`src/rtl/clk_div_gen.sv`:
```
// clk_div_gen: multi-channel programmable clock divider and tick generator.
//
// Each of NUM_CH channels produces a registered divided clock (clk_out) and
// a one-cycle tick at the start of every period. The divide ratio of each
// channel is written through a single-entry valid/ready config port. A
// written ratio is held in a pending slot and only takes effect at the
// target channel's period boundary, so reconfiguration never produces a
// runt pulse.
//
// Ports:
//   clock      input clock, all state on posedge
//   reset      asynchronous active-low reset
//   cfg_valid  config request
//   cfg_ready  pending slot free (transfer on cfg_valid & cfg_ready)
//   cfg_ch     target channel (values >= NUM_CH are consumed and dropped)
//   cfg_div    new divide ratio (0 = stop, 1 = pass-through high)
//   clk_out    divided clocks, registered
//   tick       period-start pulses, registered
//   active     channel running (div != 0)
//
// Build option: define CLKDIV_ALIGN_EN to restart every running channel in
// phase with the reconfigured channel on the apply edge.

module clk_div_gen #(
  parameter int NUM_CH      = 4,
  parameter int CNT_W       = 8,
  parameter int DEFAULT_DIV = 4,
  localparam int CH_W       = (NUM_CH > 1) ? $clog2(NUM_CH) : 1
) (
  input  logic              clock,
  input  logic              reset,
  input  logic              cfg_valid,
  output logic              cfg_ready,
  input  logic [CH_W-1:0]   cfg_ch,
  input  logic [CNT_W-1:0]  cfg_div,
  output logic [NUM_CH-1:0] clk_out,
  output logic [NUM_CH-1:0] tick,
  output logic [NUM_CH-1:0] active
);

  logic [CNT_W-1:0]  div_q [NUM_CH];
  logic [CNT_W-1:0]  cnt_q [NUM_CH];
  logic [CNT_W-1:0]  div_n [NUM_CH];
  logic [CNT_W-1:0]  cnt_n [NUM_CH];
  logic [NUM_CH-1:0] clk_n;
  logic [NUM_CH-1:0] tick_n;
  logic [NUM_CH-1:0] wrap;
  logic [NUM_CH-1:0] hit;
  logic              apply_any;

  logic              pend_valid;
  logic [CH_W-1:0]   pend_ch;
  logic [CNT_W-1:0]  pend_div;
  logic              ch_ok;

  assign cfg_ready = ~pend_valid;

  // Channel range check is only needed when cfg_ch can encode unused values.
  generate
    if (NUM_CH < (1 << CH_W)) begin : g_ch_chk
      always_comb ch_ok = (cfg_ch < CH_W'(NUM_CH));
    end else begin : g_ch_all
      always_comb ch_ok = 1'b1;
    end
  endgenerate

  always_comb begin
    for (int unsigned i = 0; i < NUM_CH; i++) begin
      active[i] = (div_q[i] != '0);
      wrap[i]   = (div_q[i] >= CNT_W'(2)) && (cnt_q[i] == div_q[i] - CNT_W'(1));
      // Stopped and div-1 channels have no period boundary, so they take
      // the pending ratio on the first edge it is visible.
      hit[i]    = pend_valid && (pend_ch == CH_W'(i)) &&
                  (wrap[i] || (div_q[i] <= CNT_W'(1)));
    end
    apply_any = |hit;
  end

  always_comb begin
    for (int unsigned i = 0; i < NUM_CH; i++) begin
      div_n[i]  = div_q[i];
      cnt_n[i]  = '0;
      clk_n[i]  = 1'b0;
      tick_n[i] = 1'b0;
      if (hit[i]) begin
        div_n[i]  = pend_div;
        clk_n[i]  = (pend_div != '0);
        tick_n[i] = (pend_div != '0);
`ifdef CLKDIV_ALIGN_EN
      end else if (apply_any && (div_q[i] != '0)) begin
        clk_n[i]  = 1'b1;
        tick_n[i] = 1'b1;
`endif
      end else if (div_q[i] == '0) begin
        clk_n[i]  = 1'b0;
        tick_n[i] = 1'b0;
      end else if (div_q[i] == CNT_W'(1)) begin
        clk_n[i]  = 1'b1;
        tick_n[i] = 1'b1;
      end else begin
        cnt_n[i]  = wrap[i] ? '0 : cnt_q[i] + CNT_W'(1);
        // High length is ceil(div/2), so odd ratios keep the longer phase high.
        clk_n[i]  = (cnt_n[i] < ((div_q[i] >> 1) + CNT_W'(div_q[i][0])));
        tick_n[i] = wrap[i];
      end
    end
  end

  always_ff @(posedge clock or negedge reset) begin
    if (!reset) begin
      for (int unsigned i = 0; i < NUM_CH; i++) begin
        div_q[i] <= CNT_W'(DEFAULT_DIV);
        cnt_q[i] <= CNT_W'(DEFAULT_DIV - 1);
      end
      clk_out    <= '0;
      tick       <= '0;
      pend_valid <= 1'b0;
      pend_ch    <= '0;
      pend_div   <= '0;
    end else begin
      for (int unsigned i = 0; i < NUM_CH; i++) begin
        div_q[i] <= div_n[i];
        cnt_q[i] <= cnt_n[i];
      end
      clk_out <= clk_n;
      tick    <= tick_n;
      if (apply_any) begin
        pend_valid <= 1'b0;
      end else if (cfg_valid && cfg_ready && ch_ok) begin
        pend_valid <= 1'b1;
        pend_ch    <= cfg_ch;
        pend_div   <= cfg_div;
      end
    end
  end

endmodule

```
`config.mk`:
```
export PLATFORM = sky130hd
export DESIGN_NAME = clk_div_gen
export DESIGN_NICKNAME = d
export VERILOG_FILES = /design/src/rtl/clk_div_gen.sv
export SDC_FILE = /design/constraint.sdc
export NUM_CORES = 1
export LEC_CHECK = 0
export BUFFER_PORTS_ARGS = -buffer_cell sky130_fd_sc_hd__buf_2
export CORE_ASPECT_RATIO = 1.2
export CORE_UTILIZATION = 60
export CTS_CLUSTER_DIAMETER = 80
export DETAILED_ROUTE_END_ITERATION = 8
export GPL_TIMING_DRIVEN = 0
export HOLD_SLACK_MARGIN = 0.02
export PLACE_DENSITY_LB_ADDON = 0.08
export SETUP_SLACK_MARGIN = 0.02
export SYNTH_ARGS = -nofsm -noshare
export SYNTH_HDL_FRONTEND = slang
export SYNTH_SLANG_ARGS = --single-unit
```
`constraint.sdc`:
```
create_clock -name clock -period 6.6 [get_ports clock]
set_input_delay 0.66 -clock clock [delete_from_list [all_inputs] [get_ports clock]]
set_output_delay 0.66 -clock clock [all_outputs]
set_load 0.01 [all_outputs]
```
## After elaboration in Yosys (flattened, before gate mapping)

Cells that the tools add are included.
Widths: inputs -> output; s select.

- Mux-type cells: 42
- Bitwise operators: 2
- Order comparisons: 12
- Reduce and logical (&&, ||, !) cells: 30
- $add $sub $neg: 12
- Equal/unequal tests: 11

Operators with widths:

| kind | number |
|---|---|
| $mux 8 | 16 |
| $reduce_bool 8->1 | 5 |
| $add 7x1->8 | 4 |
| $add 8x1->8 const B | 4 |
| $eq 8x1->1 const B | 4 |
| $eq 8x8->1 | 4 |
| $ge 8x2->1 const B | 4 |
| $le 8x1->1 const B | 4 |
| $logic_not 8->1 | 4 |
| $lt 8x8->1 | 4 |
| $sub 8x1->8 const B | 4 |
| $mux 1 | 26 |
| $logic_and 1x1->1 | 13 |
| $eq 2x2->1 const B | 2 |
| $logic_or 1x1->1 | 4 |
| $reduce_or 4->1 | 1 |
| $eq 2x1->1 const B | 1 |
| $logic_not 2->1 | 1 |
| $not 1->1 | 2 |
| $reduce_and 2->1 | 1 |
| $reduce_bool 2->1 | 1 |

- Register bits: 83
- Logic and storage cells: 122
- Output and inout port bits: 13
- Input port bits: 13

## Depth between registers and ports, before layout

- Word-level depth: 8
- Depth in mapped cells: 17
- Depth with buffers taken out: 15

## Least setup slack after synthesis

OpenSTA, ideal clock, no wires.

- Path kind: register to register
- Start point: register div_q[19] (netlist name)
- End point: register clk_out[1]
- Data required time: 6.505 ns
- Setup slack: 2.997 ns
- Data arrival time: 3.508 ns
- Path buffers: 2
- Stages on the path, launching flop included: 16
- Setup time: 0.095 ns
- Clock period less this slack: 3.603 ns
- Path through: dfrtp_1 -> buf_4 -> or4_4 -> or4b_1 -> a21oi_1 -> a211oi_1 -> nor2_1 -> clkbuf_1 -> nor2_1 -> ha_1 -> a21o_1 -> a21o_1 -> a221oi_1 -> a22o_1 -> a21oi_1 -> o31ai_1

- Cells in the longest elaborated chain, start to end: 8
- Elaborated cells on any way between the ends: 15
- Classes of those cells: add/sub (2); order compare (3); eq/ne (2); mux (4); reduce/logical (4)

Ends and longest elaborated chain:

| what | line | text |
|---|---|---|
| from (decl) | 41 | `logic [CNT_W-1:0] div_q [NUM_CH];` |
| from (signal, indexed assignment) | 112 | `div_q[i] <= CNT_W'(DEFAULT_DIV);` |
| from (signal, indexed assignment) | 122 | `div_q[i] <= div_n[i];` |
| $sub 8x1->8 | 70 | `wrap[i] = (div_q[i] >= CNT_W'(2)) && (cnt_q[i] == div_q[i] - CNT_W'(1));` |
| $eq 8x8->1 | 70 |  |
| $logic_and 1x1->1 | 70 |  |
| $mux 8 | 101 | `cnt_n[i] = wrap[i] ? '0 : cnt_q[i] + CNT_W'(1);` |
| $lt 8x8->1 | 103 | `clk_n[i] = (cnt_n[i] < ((div_q[i] >> 1) + CNT_W'(div_q[i][0])));` |
| $mux 1 | 97 | `end else if (div_q[i] == CNT_W'(1)) begin` |
| $mux 1 | 94 | `end else if (div_q[i] == '0) begin` |
| $mux 1 (*) | 85 | `if (hit[i]) begin` |
| net clk_n[1] | 45 | `logic [NUM_CH-1:0] clk_n;` |
| to (signal assigned) | 125 | `clk_out <= clk_n;` |
| to (decl) | 36 | `output logic [NUM_CH-1:0] clk_out,` |

Mark *: on every way through the listed nets, which the timed path passes. The rest lies on a longest branch.
A chain may end at the register's enable or synchronous reset.

## Worst setup path in the final report

- Start point: register div_q[21] (netlist name)
- End point: register clk_out[1]

Same word-level chain as after synthesis.

==> flow_summary_export.csv <==
group,metric,value,unit
clock_network,cts_tree,"done",
logic_synthesis,synthTopCellsByArea,"dfrtp_1 (30%), ha_1 (12%), mux2_2 (6.0%)",
route,vias,4736,
clock_network,cts_resized,0,
sta,max_freq,235.5,MHz
sta,setup_viol,0,
clock_network,cts_max_path_buffers,2,
worst_setup_path,cp_slowest_cell,"nor4_1",
global_routing,grt_pass1_wl,22.27,mm
pwr,irDropWorstVdd,0.0003142,V
die,fp.dieArea,10360,µm²
pwr,swShare,43.96,%
logic_synthesis,synth_area,5972,µm²
layout,nets,742,
placement,pre_cts_ws,2.458,ns
pwr,p_int,1959,µW
pwr,p_leak,0.003030,µW
layout,final_cell_mix,"nor2_1 (80), dfrtp_1 (71), ha_1 (55), xor2_1 (41), xnor2_1 (35)",
pwr,p_seq_share,29.5,%
clock_network,htree_levels,3,
route,ant_nets,0,
logic_synthesis,yosys.area.top_type,"dfrtp_1",
worst_setup_path,path_max_fanout,10,
clock_network,cts_buffers,9,
logic_synthesis,yosysWarnings,0,
route,route.met3.wl,364,µm
clock_network,clk_pin_slew,0.06,ns
route,met1_length,5.906,mm
worst_setup_path,end_kind,"flip-flop",
route,avgRoutedWirePerCell,16.63,µm
route,first_iter_violations,231,
sta,fin_setup_tns,0,ns
pwr,p_comb_share,55.1,%
pwr,total_power,3495,µW
worst_setup_path,required,6.86,ns
sta,hold_viol,0,
worst_setup_path,critical_path_class,"reg2reg",
job,max_cap_violations,0,
layout,utilization,68.58,%
run_status,status,"finished, final reports clean",
route,met2_wirelength,6.774,mm
logic_synthesis,synth_top_cell_area_share,29.75,%
clock_network,post_cts_buffers,0,
die,ios,26,
global_routing,overflow,0,
sta,period_share,64.34,%
logic_synthesis,synth_area_per_cell,9.375,µm²
route,vias_per_cell,5.905,
pwr,p_per_area,530.2,nW/µm²
route,wl,13.34,mm
placement,gp_congestion,0.9102,
clock_network,clk-insertion-delay-late,0.34,ns
sta,rsz0062_at_grt,"false",
worst_setup_path,critPathMaxStageDelay,0.81,ns
logic_synthesis,ys_seq_area_share,35.03,%
logic_synthesis,syn-num-nets,705,
layout,diodes,0,
logic_synthesis,synth-edff-count,0,
sta,maxSlewHeadroom,28.53,%
pwr,p_sw,1536,µW
die,die_width,93.08,µm
die,initial_core_util,62.12,%
logic_synthesis,yosys_most_used_dff,"dfrtp_1",
logic_synthesis,ys_seq_elements,83,
layout,final_common_cell,"nor2_1",
clock_network,cts_hold_buf,0,
global_routing,grt_max_degree,51,
placement,dpl.hpwl,9.829,mm
global_routing,track_usage,27.14,%
die,fp.dieH,111.3,µm
route,drc,0,
worst_setup_path,worstPathArrival,4.50,ns
worst_setup_path,startpoint_type,"flip-flop",
global_routing,grt_antenna_before_repair,0,
sta,worstMarginPinSlew,1.062,ns
sta,fin_skew,0.006527,ns
layout,drive_gt1_share,15.02,%
pwr,p_clk_share,15.5,%
sta,final_max_slew_viol_count,0,
route,first_pass_iters,5,
global_routing,grt_pass1_vias,4817,
clock_network,clkSinkCount,83,
sta,layout_setup_ws,2.354,ns
worst_setup_path,cp_cell_sequence,"clkbuf_1, or3_1, nor4_1, and3_1, a2111o_1, nor2_1, clkbuf_1, nor2_1, ha_1, a21o_1, a21o_1, a221oi_1, a22o_1, a21oi_1, o31ai_1",
sta,period_minus_slack,4.246,ns
logic_synthesis,postSynthCellCount,637,
die,row_count,39,
layout,syn_to_final_growth,10.39,%
logic_synthesis,ys_types,59,
worst_hold_path,hold_class,"in2async",
die,core,9613,µm²
placement,portBuffers,25,
clock_network,clock-root-buffer,"clkbuf_16",
logic_synthesis,synthArstFlopShare,100.0,%
route,top_layer_used,"met4",
## synth_stat cells, types with 2 or more instances
master	count
dfrtp_1	71
a31oi_1	6
nand4_1	8
a21oi_1	23
buf_6	2
nand3b_1	2
xor2_1	41
nor4b_1	7
and2_1	5
o2bb2ai_1	2
a221oi_1	3
nor2_1	80
nand2b_1	4
nand2_1	27
a21boi_0	2
nor2b_1	5
or3_1	5
xnor2_1	35
nor3_1	11
o21a_1	7
a22o_1	2
clkbuf_1	28
o31ai_1	6
o21ai_0	20
a21o_1	8
nor4_1	9
mux2_4	8
mux2_2	32
nand3_1	34
and4_1	3
or2_2	4
inv_1	23
buf_1	2
dfstp_2	12
o211ai_1	2
ha_1	55
a211oi_1	4
a211o_1	4
and3_1	15
## cell type report
cell class / instances / area [µm²]
clock inverter: 5 / 78.83
tap: 123 / 153.9
sequential: 83 / 2092
timing repair buffer: 26 / 155.1
buffer: 33 / 142.6
fill: 762 / 3020
clock buffer: 11 / 232.7
inverter: 23 / 86.33
multi-input combinational: 498 / 3651
## cells by family (layout without fill, tap and decap cells)
group,after synthesis,count (layout),share of synthesized area (%)
AOI/OAI and AO/OA,98,98,10.94
xor gates and xnor gates,76,76,11.15
adders and majority gates,55,55,11.52
buffers and inverters,56,98,3.834
DFF,83,83,35.03
muxes,41,41,8.213
and+or+nand+nor,228,228,19.32
## power by group through the flow
stage | combinational [µW] | sequential, µW | clock [µW]
6_report | 1920 | 1030 | 540
5_1_grt | 2160 | 1060 | 569
4_1_cts | 1910 | 1020 | 548
3_5_place_dp | 1890 | 1030 | 0
3_3_place_gp | 1820 | 1020 | 0
2_1_floorplan | 1520 | 945 | 0
## through the flow
stage	hold WS, ns	std cells	instance area, µm²
floorplan	0.3644	637	5972
global placement	0.5194	785	6251
detailed placement	0.5307	786	6281
CTS	0.2769	802	6593
global route	0.2998	802	6593
finish	0.2701	802	6593
## flip-flops by register name (all words and copies together), names as in the netlist
register and cells:
cnt_q 32, div_q 32, pend_div 8, clk_out 4
tick 4, pend_ch 2, pend_valid 1
## metal layers
| layer | global-route usage [%] | vias up |
|---|---|---|
| li1 | - | 2329 |
| met1 | 32.80 | 2299 |
| met2 | 47.99 | 85 |
| met3 | 3.978 | 23 |
| met4 | 10.46 | 0 |
| met5 | 0 | - |
## worst max-delay path, delay by kind of cell, from the launching register on
| family | cells | cell delay [ns] |
|---|---|---|
| AOI/OAI and AO/OA | 7 | 1.34 |
| adders and majority gates | 1 | 0.25 |
| buffers and inverters | 2 | 0.47 |
| DFF | 1 | 0.36 |
| and+or+nand+nor | 5 | 1.72 |
## worst paths after layout
kind                           start  cells after the start  slack (ns)         end
setup / recovery           div_q[21]                     15        2.35  clk_out[1]
max in group asynchronous      reset                      2        5.67    cnt_q[9]
hold / removal                 reset                      1        0.27   cnt_q[30]
min in group clock          cnt_q[8]                      1        0.54    cnt_q[8]
hold reg to reg             cnt_q[8]                      1        0.54    cnt_q[8]
setup reg to reg           div_q[21]                     15        2.35  clk_out[1]
Power figures use the tool's default switching activity.
